==> src/rtl/bus_src_fifo_if.sv <==
// Device-to-arbiter source FIFO bus bundle.
// master drives writes/pops, slave is the FIFO.
interface bus_src_fifo_if #(
  parameter int pckg_sz = 16,
  parameter int depth   = 8
);
  localparam int cw = $clog2(depth + 1);

  logic               wr;
  logic [pckg_sz-1:0] D_in;
  logic               full;
  logic               pndng;
  logic               pop;
  logic [pckg_sz-1:0] D_pop;
  logic [cw-1:0]      count;
  logic               ovf;
  logic               udf;
  logic               clr_err;

  modport master (
    output wr, D_in, pop, clr_err,
    input  full, pndng, D_pop, count, ovf, udf
  );

  modport slave (
    input  wr, D_in, pop, clr_err,
    output full, pndng, D_pop, count, ovf, udf
  );
endinterface

==> src/rtl/bus_src_fifo.sv <==
// Fall-through circular FIFO feeding one bus arbiter port.
// Sticky overflow/underflow flags, any depth 2..256.
module bus_src_fifo #(
  parameter int pckg_sz = 16,
  parameter int depth   = 8
) (
  input logic           clk,
  input logic           reset,
  bus_src_fifo_if.slave bus
);
  localparam int pw = (depth > 1) ? $clog2(depth) : 1;
  localparam int cw = $clog2(depth + 1);

  logic [pckg_sz-1:0] mem [depth];
  logic [pw-1:0]      wp;
  logic [pw-1:0]      rp;
  logic [cw-1:0]      cnt;
  logic               ovf_q;
  logic               udf_q;
  logic               full_w;
  logic               pndng_w;
  logic               wr_ok;
  logic               rd_ok;
  logic               ovf_ev;
  logic               udf_ev;

  function automatic logic [pw-1:0] nxt(
    input logic [pw-1:0] p
  );
    return (p == pw'(depth - 1)) ? '0 : p + 1'b1;
  endfunction

  assign full_w  = (cnt == cw'(depth));
  assign pndng_w = (cnt != '0);
  assign wr_ok   = bus.wr && (!full_w || bus.pop);
  assign rd_ok   = bus.pop && pndng_w;
  assign ovf_ev  = bus.wr && full_w && !bus.pop;
  assign udf_ev  = bus.pop && !pndng_w;

  assign bus.full  = full_w;
  assign bus.pndng = pndng_w;
  assign bus.count = cnt;
  assign bus.ovf   = ovf_q;
  assign bus.udf   = udf_q;
  assign bus.D_pop = mem[rp];

  // Storage array; contents survive reset on purpose.
  always_ff @(posedge clk) begin
    if (reset && wr_ok) mem[wp] <= bus.D_in;
  end

  // Pointers and occupancy.
  always_ff @(posedge clk or negedge reset) begin
    if (!reset) begin
      wp  <= '0;
      rp  <= '0;
      cnt <= '0;
    end else begin
      if (wr_ok) wp <= nxt(wp);
      if (rd_ok) rp <= nxt(rp);
      unique case (1'b1)
        wr_ok && !rd_ok: cnt <= cnt + 1'b1;
        rd_ok && !wr_ok: cnt <= cnt - 1'b1;
        default: ;
      endcase
    end
  end

  // Sticky error flags; a new event beats clr_err.
  always_ff @(posedge clk or negedge reset) begin
    if (!reset) begin
      ovf_q <= 1'b0;
      udf_q <= 1'b0;
    end else begin
      ovf_q <= ovf_ev || (ovf_q && !bus.clr_err);
      udf_q <= udf_ev || (udf_q && !bus.clr_err);
    end
  end
endmodule

==> src/flat_wrapper.sv <==
// flat-port wrapper written by rule: the top's interface ports become plain ports
module bus_src_fifo_flat 
#(
  parameter int pckg_sz = 16,
  parameter int depth   = 8
)
  (clk, reset, bus_wr, bus_D_in, bus_pop, bus_clr_err, bus_full, bus_pndng, bus_D_pop, bus_count, bus_ovf, bus_udf);
  bus_src_fifo_if #(.pckg_sz(pckg_sz), .depth(depth)) bus_i ();
  input logic clk;
  input logic reset;
  input wire logic [$bits(bus_i.wr)-1:0] bus_wr;
  input wire logic [$bits(bus_i.D_in)-1:0] bus_D_in;
  input wire logic [$bits(bus_i.pop)-1:0] bus_pop;
  input wire logic [$bits(bus_i.clr_err)-1:0] bus_clr_err;
  output wire logic [$bits(bus_i.full)-1:0] bus_full;
  output wire logic [$bits(bus_i.pndng)-1:0] bus_pndng;
  output wire logic [$bits(bus_i.D_pop)-1:0] bus_D_pop;
  output wire logic [$bits(bus_i.count)-1:0] bus_count;
  output wire logic [$bits(bus_i.ovf)-1:0] bus_ovf;
  output wire logic [$bits(bus_i.udf)-1:0] bus_udf;
  assign bus_i.wr = bus_wr;
  assign bus_i.D_in = bus_D_in;
  assign bus_i.pop = bus_pop;
  assign bus_i.clr_err = bus_clr_err;
  assign bus_full = bus_i.full;
  assign bus_pndng = bus_i.pndng;
  assign bus_D_pop = bus_i.D_pop;
  assign bus_count = bus_i.count;
  assign bus_ovf = bus_i.ovf;
  assign bus_udf = bus_i.udf;
  bus_src_fifo #(.pckg_sz(pckg_sz), .depth(depth)) u_core (.clk(clk), .reset(reset), .bus(bus_i));
endmodule
==> config.mk <==
export PLATFORM = sky130hd
export DESIGN_NAME = bus_src_fifo_flat
export DESIGN_NICKNAME = d
export VERILOG_FILES = /design/src/rtl/bus_src_fifo_if.sv /design/src/rtl/bus_src_fifo.sv /design/src/flat_wrapper.sv
export SDC_FILE = /design/constraint.sdc
export NUM_CORES = 1
export LEC_CHECK = 0
export ABC_CLOCK_PERIOD_IN_PS = 7700
export CORE_ASPECT_RATIO = 0.9
export CORE_UTILIZATION = 59
export DETAILED_ROUTE_END_ITERATION = 8
export PLACE_DENSITY = 0.83
export RECOVER_POWER = 50
export SLEW_MARGIN = 10
export SYNTH_ARGS = -nofsm -noshare
export SYNTH_HDL_FRONTEND = slang
export SYNTH_SLANG_ARGS = --single-unit
export TNS_END_PERCENT = 20
==> constraint.sdc <==
create_clock -name clk -period 7.7 [get_ports clk]
set_input_delay 1.54 -clock clk [delete_from_list [all_inputs] [get_ports clk]]
set_output_delay 1.54 -clock clk [all_outputs]
set_load 0.01 [all_outputs]
==> out/qor.csv, run 1 <==
stage;metric;value;unit
run_status;status;finished, final reports clean;
timing;fin_worst_skew;0.00501;ns
timing;final_max_slew_viol_count;0;
clocking;clk_latency;0.52;ns
floorplan;coreArea;9130;um^2
worst_hold_path;holdCritStartpoint;u_core.bus.udf;
layout;num_antenna_cells;0;
layout;area_growth;23.2;%
grt;grt_max_degree;36;
logic_synthesis;yosys.area_share.simple;2.97;%
clocking;max-clock-path-buffers;2;
drt;ant_nets;0;
layout;fin_nets;350;
critical_path;cp.required;6.16;ns
logic_synthesis;yosysTopAreaCell;edfxtp_1;
worst_hold_path;hold_path_end;u_core.bus.udf;
job;drv_cap;0;
layout;multi_input_area;1360;um^2
critical_path;rr_endpoint;u_core.bus.count[2];
grt;grtUsageTotal;23.0;%
drt;vias_per_cell;6.00;
logic_synthesis;synth-async-reset-ratio;8.57;%
critical_path;ff2ff_path_depth;7;
timing;finalSetupTns;0;ns
logic_synthesis;synth_flop_cell;edfxtp_1;
logic_synthesis;synth_edf_count;128;
floorplan;start_util;61.0;%
clocking;htreeDepth;4;
floorplan;die-area;9830;um^2
logic_synthesis;ys_warn_count;0;
floorplan;dieWidth;104;um
timing;period_share;56.2;%
logic_synthesis;syn_area_per_cell;21.2;um^2
logic_synthesis;netlist_top_cells_count;edfxtp_1 (128), mux4_2 (32), mux2_2 (19);
logic_synthesis;synth_compound_area_share;1.91;%
critical_path;worst-r2r-setup-slack;4.37;ns
drt;vias;2749;
logic_synthesis;netlist_area;5570;um^2
logic_synthesis;synth.area.mux_share;17.5;%
clocking;cts_tree;done;
critical_path;cp-start-kind;flop;
grt;grt-ovfl-total;0;
critical_path;rr_startpoint;u_core.bus.count[1];
logic_synthesis;syn_inst;263;
grt;grt_pass1_wl;15.7;mm
drt;detail_route.first_pass.iterations;4;
logic_synthesis;ys_seq_area_share;74.4;%
placed_design;place_congestion;0.746;
logic_synthesis;synth-seq-cells;140;
power_and_ir_drop;vdd_ir_drop_max;0.000291;V
clocking;cts_root_buffer;clkbuf_8;
clocking;numCtsBuffers;17;
logic_synthesis;yosysUniqueCellTypes;35;
timing;grt_setup_unrepaired;no;
drt;wl_per_cell;22.0;um
critical_path;cp.arrival;2.79;ns
drt;drt_iter0_drc;152;
layout;final_core_util;75.2;%
timing;fin_crit;4.33;ns
clocking;cts_hold_buf;0;
worst_hold_path;hold_depth;2;
placed_design;port_buffers;44;
logic_synthesis;yosysMostFrequentCell;edfxtp_1;
grt;antenna_found_initial;0;
drt;drc_errors;0;
critical_path;crit_type;flop to output port;
layout;regArea;4150;um^2
logic_synthesis;ys_top_cells_by_area;edfxtp_1 (69%), mux4_2 (13%), dfrtp_1 (5.4%);
layout;nFillCells;496;
timing;finalSetupViolCount;0;
placed_design;post-dp-hpwl;5.60;mm
power_and_ir_drop;power_per_cell_area;388;nW/um^2
timing;max_freq;231;MHz
clocking;clkSinkCount;140;
power_and_ir_drop;p_leak;2.32;nW
critical_path;path_max_fanout;24;
logic_synthesis;synth_top_area_share;69.0;%
drt;drt_wl_total;10.1;mm
logic_synthesis;synth_fa_ha_area_share;1.35;%
timing;hold_viol;0;
logic_synthesis;synth_top_family_by_area;multiplexers;
clocking;cts_setup_buffers;0;
logic_synthesis;synth_xor_area_share;0.315;%
layout;drive_above_1_share;30.4;%
clocking;path_clk_slew;0.06;ns
floorplan;rows;33;
worst_hold_path;hp-class;flop to flop;
timing;tightest_slew;1.42;ns
timing;slew_headroom;4.45;%
logic_synthesis;synth_fp_nets;290;
critical_path;end_kind;output port;
floorplan;io_pins;45;
clocking;cts.repair.resized;0;
grt;grt_pass1_vias;2923;
floorplan;die_h;94.2;um
placed cells by master, fill, tap and decap left out, types with 7 or more instances in the layout:
master	count
buf_4	10
bufinv_16	7
mux4_2	32
edfxtp_1	128
mux2_2	19
dfrtp_1	11
clkbuf_16	16
dlygate4sd3_1	20
clkdlybuf4s50_1	24
how the worst max path moves through the flow:
stage | start | end | slack (ns) | depth (start not counted)
4_1_cts | u_core.rp[0] | bus_D_pop[7] | 3.30 | 4
3_3_place_gp | reset | u_core.mem[2][13] | 3.59 | 4
3_5_place_dp | reset | u_core.mem[2][13] | 3.56 | 4
6_report | u_core.rp[1] | bus_D_pop[7] | 3.37 | 4
5_1_grt | u_core.rp[0] | bus_D_pop[7] | 3.22 | 4
2_1_floorplan | bus_pop | u_core.mem[2][0] | 3.82 | 3
layer usage:
layer  GRT usage [%]  vias up  share of wire (%)
met3            7.63       22                3.9
met2            37.7       75                 51
met5               0        -                  0
met4            8.45        0                1.8
li1                -     1208                  -
met1            29.1     1444                 44
power breakdown:
group	total, W	internal [W]	leakage [nW]	switching (W)
Sequential	0.00101	0.000913	1.30	0.0000944
Combinational	0.000745	0.000438	0.698	0.000306
Clock	0.000908	0.000619	0.321	0.000288
state kept, by name, summed over array words and instances, names as in the netlist:
register	cells
u_core.bus.count	4
u_core.mem	128
u_core.bus.ovf	1
u_core.bus.udf	1
u_core.rp	3
u_core.wp	3
area by class of cell:
| cell class | instances | share of cell area, % |
|---|---|---|
| Sequential cell | 140 | 60.4 |
| Multi-Input combinational cell | 104 | 19.8 |
| Timing Repair Buffer | 54 | 7.51 |
| Clock buffer | 18 | 6.09 |
| Clock inverter | 14 | 3.61 |
| Tap cell | 122 | 2.22 |
| Inverter | 6 | 0.328 |
critical path, stage by stage, from the launching register on:
cell and delay, ns:
dfrtp_1 0.68, buf_4 0.44, mux4_2 0.37, mux2_2 0.29, clkdlybuf4s50_1 0.49
cells by family (layout without fill, tap and decap cells):
group,after synthesis,after routing
adder cells (fa/ha/maj),6,6
AO/OA/AOI/OAI,14,14
multiplexers,54,54
AND/OR/NAND/NOR,28,28
XOR/XNOR,2,2
buffers and inverters,19,92
flip-flops,140,140
per-stage QoR:
stage	setup slack, ns	std cells	total power, W	hold WS [ns]	instance area (um^2)
6_report	3.37	458	0.00266	0.528	6860
5_1_grt	3.22	458	0.00277	0.561	6860
4_1_cts	3.30	458	0.00269	0.536	6870
3_5_place_dp	3.56	426	0.00177	0.514	6210
3_3_place_gp	3.59	426	0.00175	0.513	6210
2_1_floorplan	3.82	263	0.00148	0.549	5570
Note: power is estimated with default switching activity, not from simulation.
==> run 2, diff against run 1 <==
--- a/config.mk
+++ b/config.mk
@@ -5,11 +5,11 @@
 export SDC_FILE = /design/constraint.sdc
 export NUM_CORES = 1
 export LEC_CHECK = 0
-export ABC_CLOCK_PERIOD_IN_PS = 7700
+export ABC_CLOCK_PERIOD_IN_PS = 3930
 export CORE_ASPECT_RATIO = 0.9
-export CORE_UTILIZATION = 59
+export CORE_UTILIZATION = 52
 export DETAILED_ROUTE_END_ITERATION = 8
-export PLACE_DENSITY = 0.83
+export PLACE_DENSITY = 0.77
 export RECOVER_POWER = 50
 export SLEW_MARGIN = 10
 export SYNTH_ARGS = -nofsm -noshare
==> constraint.sdc (replaced) <==
create_clock -name clk -period 3.93 [get_ports clk]
set_input_delay 0.786 -clock clk [delete_from_list [all_inputs] [get_ports clk]]
set_output_delay 0.786 -clock clk [all_outputs]
set_load 0.01 [all_outputs]
==> out/qor.csv, run 2 (same netlist as run 1, synthesis figures left out) <==
stage;metric;value;unit
run_status;status;finished, violations left;
run_status;violations;DRC;
drt;drc_errors;10;
critical_path;rr_endpoint;u_core.bus.count[2];
timing;grt_setup_unrepaired;no;
critical_path;critical_path_depth;4;
grt;grt_pass1_wl;15.8;mm
critical_path;cp.required;3.14;ns
timing;max_freq;286;MHz
clocking;clkSinkCount;140;
clocking;htreeDepth;4;
job;drv_cap;0;
critical_path;worst-r2r-setup-slack;0.67;ns
layout;fin_nets;357;
timing;tightest_slew;1.29;ns
floorplan;rows;35;
critical_path;rr_startpoint;u_core.bus.count[1];
layout;drive_above_1_share;30.0;%
power_and_ir_drop;power_per_cell_area;724;nW/um^2
layout;fin_cells;472;
floorplan;start_util;53.9;%
drt;drt_wl_total;9.94;mm
clocking;numCtsBuffers;17;
floorplan;die_h;100;um
critical_path;cpLargestDelayFamily;multiplexers;
timing;finalSetupViolCount;0;
drt;vias_per_cell;5.73;
layout;nFillCells;683;
layout;num_antenna_cells;0;
clocking;cts_setup_buffers;0;
critical_path;ff2ff_path_depth;7;
timing;slew_headroom;13.0;%
critical_path;cpMaxStageDelayCell;dfrtp_2;
timing;hold_viol;0;
timing;finalSetupTns;0;ns
layout;final_common_cell;edfxtp_1;
critical_path;cp.arrival;2.71;ns
critical_path;crit_chain;buf_12 -> mux4_2 -> mux2_2 -> clkdlybuf4s50_1;
floorplan;io_pins;45;
drt;wl_per_cell;21.1;um
drt;drt_iter0_drc;140;
timing;final_max_slew_viol_count;0;
clocking;path_clk_slew;0.06;ns
layout;mostFrequentLayoutCells;edfxtp_1 (128), mux4_2 (32), clkdlybuf4s50_1 (26), mux2_2 (19), dlygate4sd3_1 (18);
drt;detail_route.first_pass.iterations;6;
critical_path;path_max_fanout;18;
power_and_ir_drop;total_power;0.00495;W
clocking;max-clock-path-buffers;2;
clocking;clk_latency;0.41;ns
grt;grt_pass1_vias;2876;
layout;final_core_util;66.2;%
timing;hold_ws;0.524;ns
grt;grt-ovfl-total;0;
critical_path;max_stage_delay;0.73;ns
grt;grtUsageTotal;20.1;%
power_and_ir_drop;vdd_ir_drop_max;0.000432;V
floorplan;dieWidth;111;um
placed_design;port_buffers;44;
clocking;cts_root_buffer;clkbuf_16;
critical_path;end_kind;output port;
clocking;cts_hold_buf;0;
floorplan;die-area;11100;um^2
layout;area_growth;22.9;%
placed_design;dp.cells;440;
critical_path;critPathBufInv;2;
power_and_ir_drop;p_leak;2.30;nW
timing;fin_worst_skew;0.00762;ns
critical_path;cp-start-kind;flop;
timing;fin_crit;3.50;ns
clocking;cts.repair.resized;0;
timing;period_share;89.0;%
worst_hold_path;hold_path_end;u_core.bus.ovf;
layout;largest_reg_flops;128;
worst_hold_path;hp-class;flop to flop;
drt;ant_nets;0;
worst_hold_path;holdCritStartpoint;u_core.bus.ovf;
clocking;cts_tree;done;
layout;largest_register;u_core.mem;
placed_design;place_congestion;0.726;
drt;vias;2704;
grt;grt_max_degree;35;
worst_hold_path;hold_depth;2;
floorplan;coreArea;10300;um^2
grt;antenna_found_initial;0;
placed_design;post-dp-hpwl;5.92;mm
critical_path;crit_type;flop to output port;
run 2: cell count changes in the layout (fill, tap and decap cells not counted), sizes merged:
| cell | change |
|---|---|
| dlygate4sd3 | -2 |
| clkdlybuf4s50 | +2 |
| bufinv | -5 |
| inv | +1 |
| clkbuf | +3 |
| buf | +5 |
| clkinv | +3 |
run 2: layout make-up:
type	count	area, um^2	share of cell area [%]
sequential	140	4150	60.6
clock inverter	13	125	1.83
tap	129	161	2.36
multi-input combinational	104	1350	19.7
clock buffer	19	433	6.33
timing repair buffer	61	611	8.92
inverter	6	22.5	0.329
run 2: per-layer routing:
metal	GRT usage, %	share of wire (%)
met1	26.0	43
met3	6.10	6.2
met4	7.48	1.0
met5	0	0
met2	32.7	50
run 2: worst reg2reg max path, delay by kind of cell, from the launching register on:
kind                       cells  cell delay, ns
AOI/OAI and AO/OA              4            1.59
adders and majority gates      1            0.35
muxes                          1            0.15
and+or+nand+nor                1            0.62
DFF                            1            0.47
run 2: stage by stage:
step | setup WS [ns] | instance area (um^2)
after floorplan | 0.808 | 5570
after global placement | 0.855 | 6320
after detailed placement | 0.815 | 6320
after CTS | 0.362 | 6880
after global routing | 0.279 | 6840
final | 0.432 | 6840
run 2: worst max path at each step:
stage | startpoint | end | slack, ns
floorplan | bus_pop | u_core.mem[2][0] | 0.81
global placement | u_core.rp[0] | bus_D_pop[4] | 0.85
detailed placement | u_core.rp[0] | bus_D_pop[4] | 0.82
CTS | u_core.rp[0] | bus_D_pop[4] | 0.36
global route | u_core.rp[0] | bus_D_pop[14] | 0.28
finish | u_core.rp[0] | bus_D_pop[4] | 0.43
run 2: report_power, final:
group | leakage [nW] | internal [W] | switching, W | total [W]
clock | 0.273 | 0.000925 | 0.000582 | 0.00151
combinational | 0.730 | 0.000889 | 0.000601 | 0.00149
sequential | 1.30 | 0.00179 | 0.000166 | 0.00196
total | 2.30 | 0.00360 | 0.00135 | 0.00495
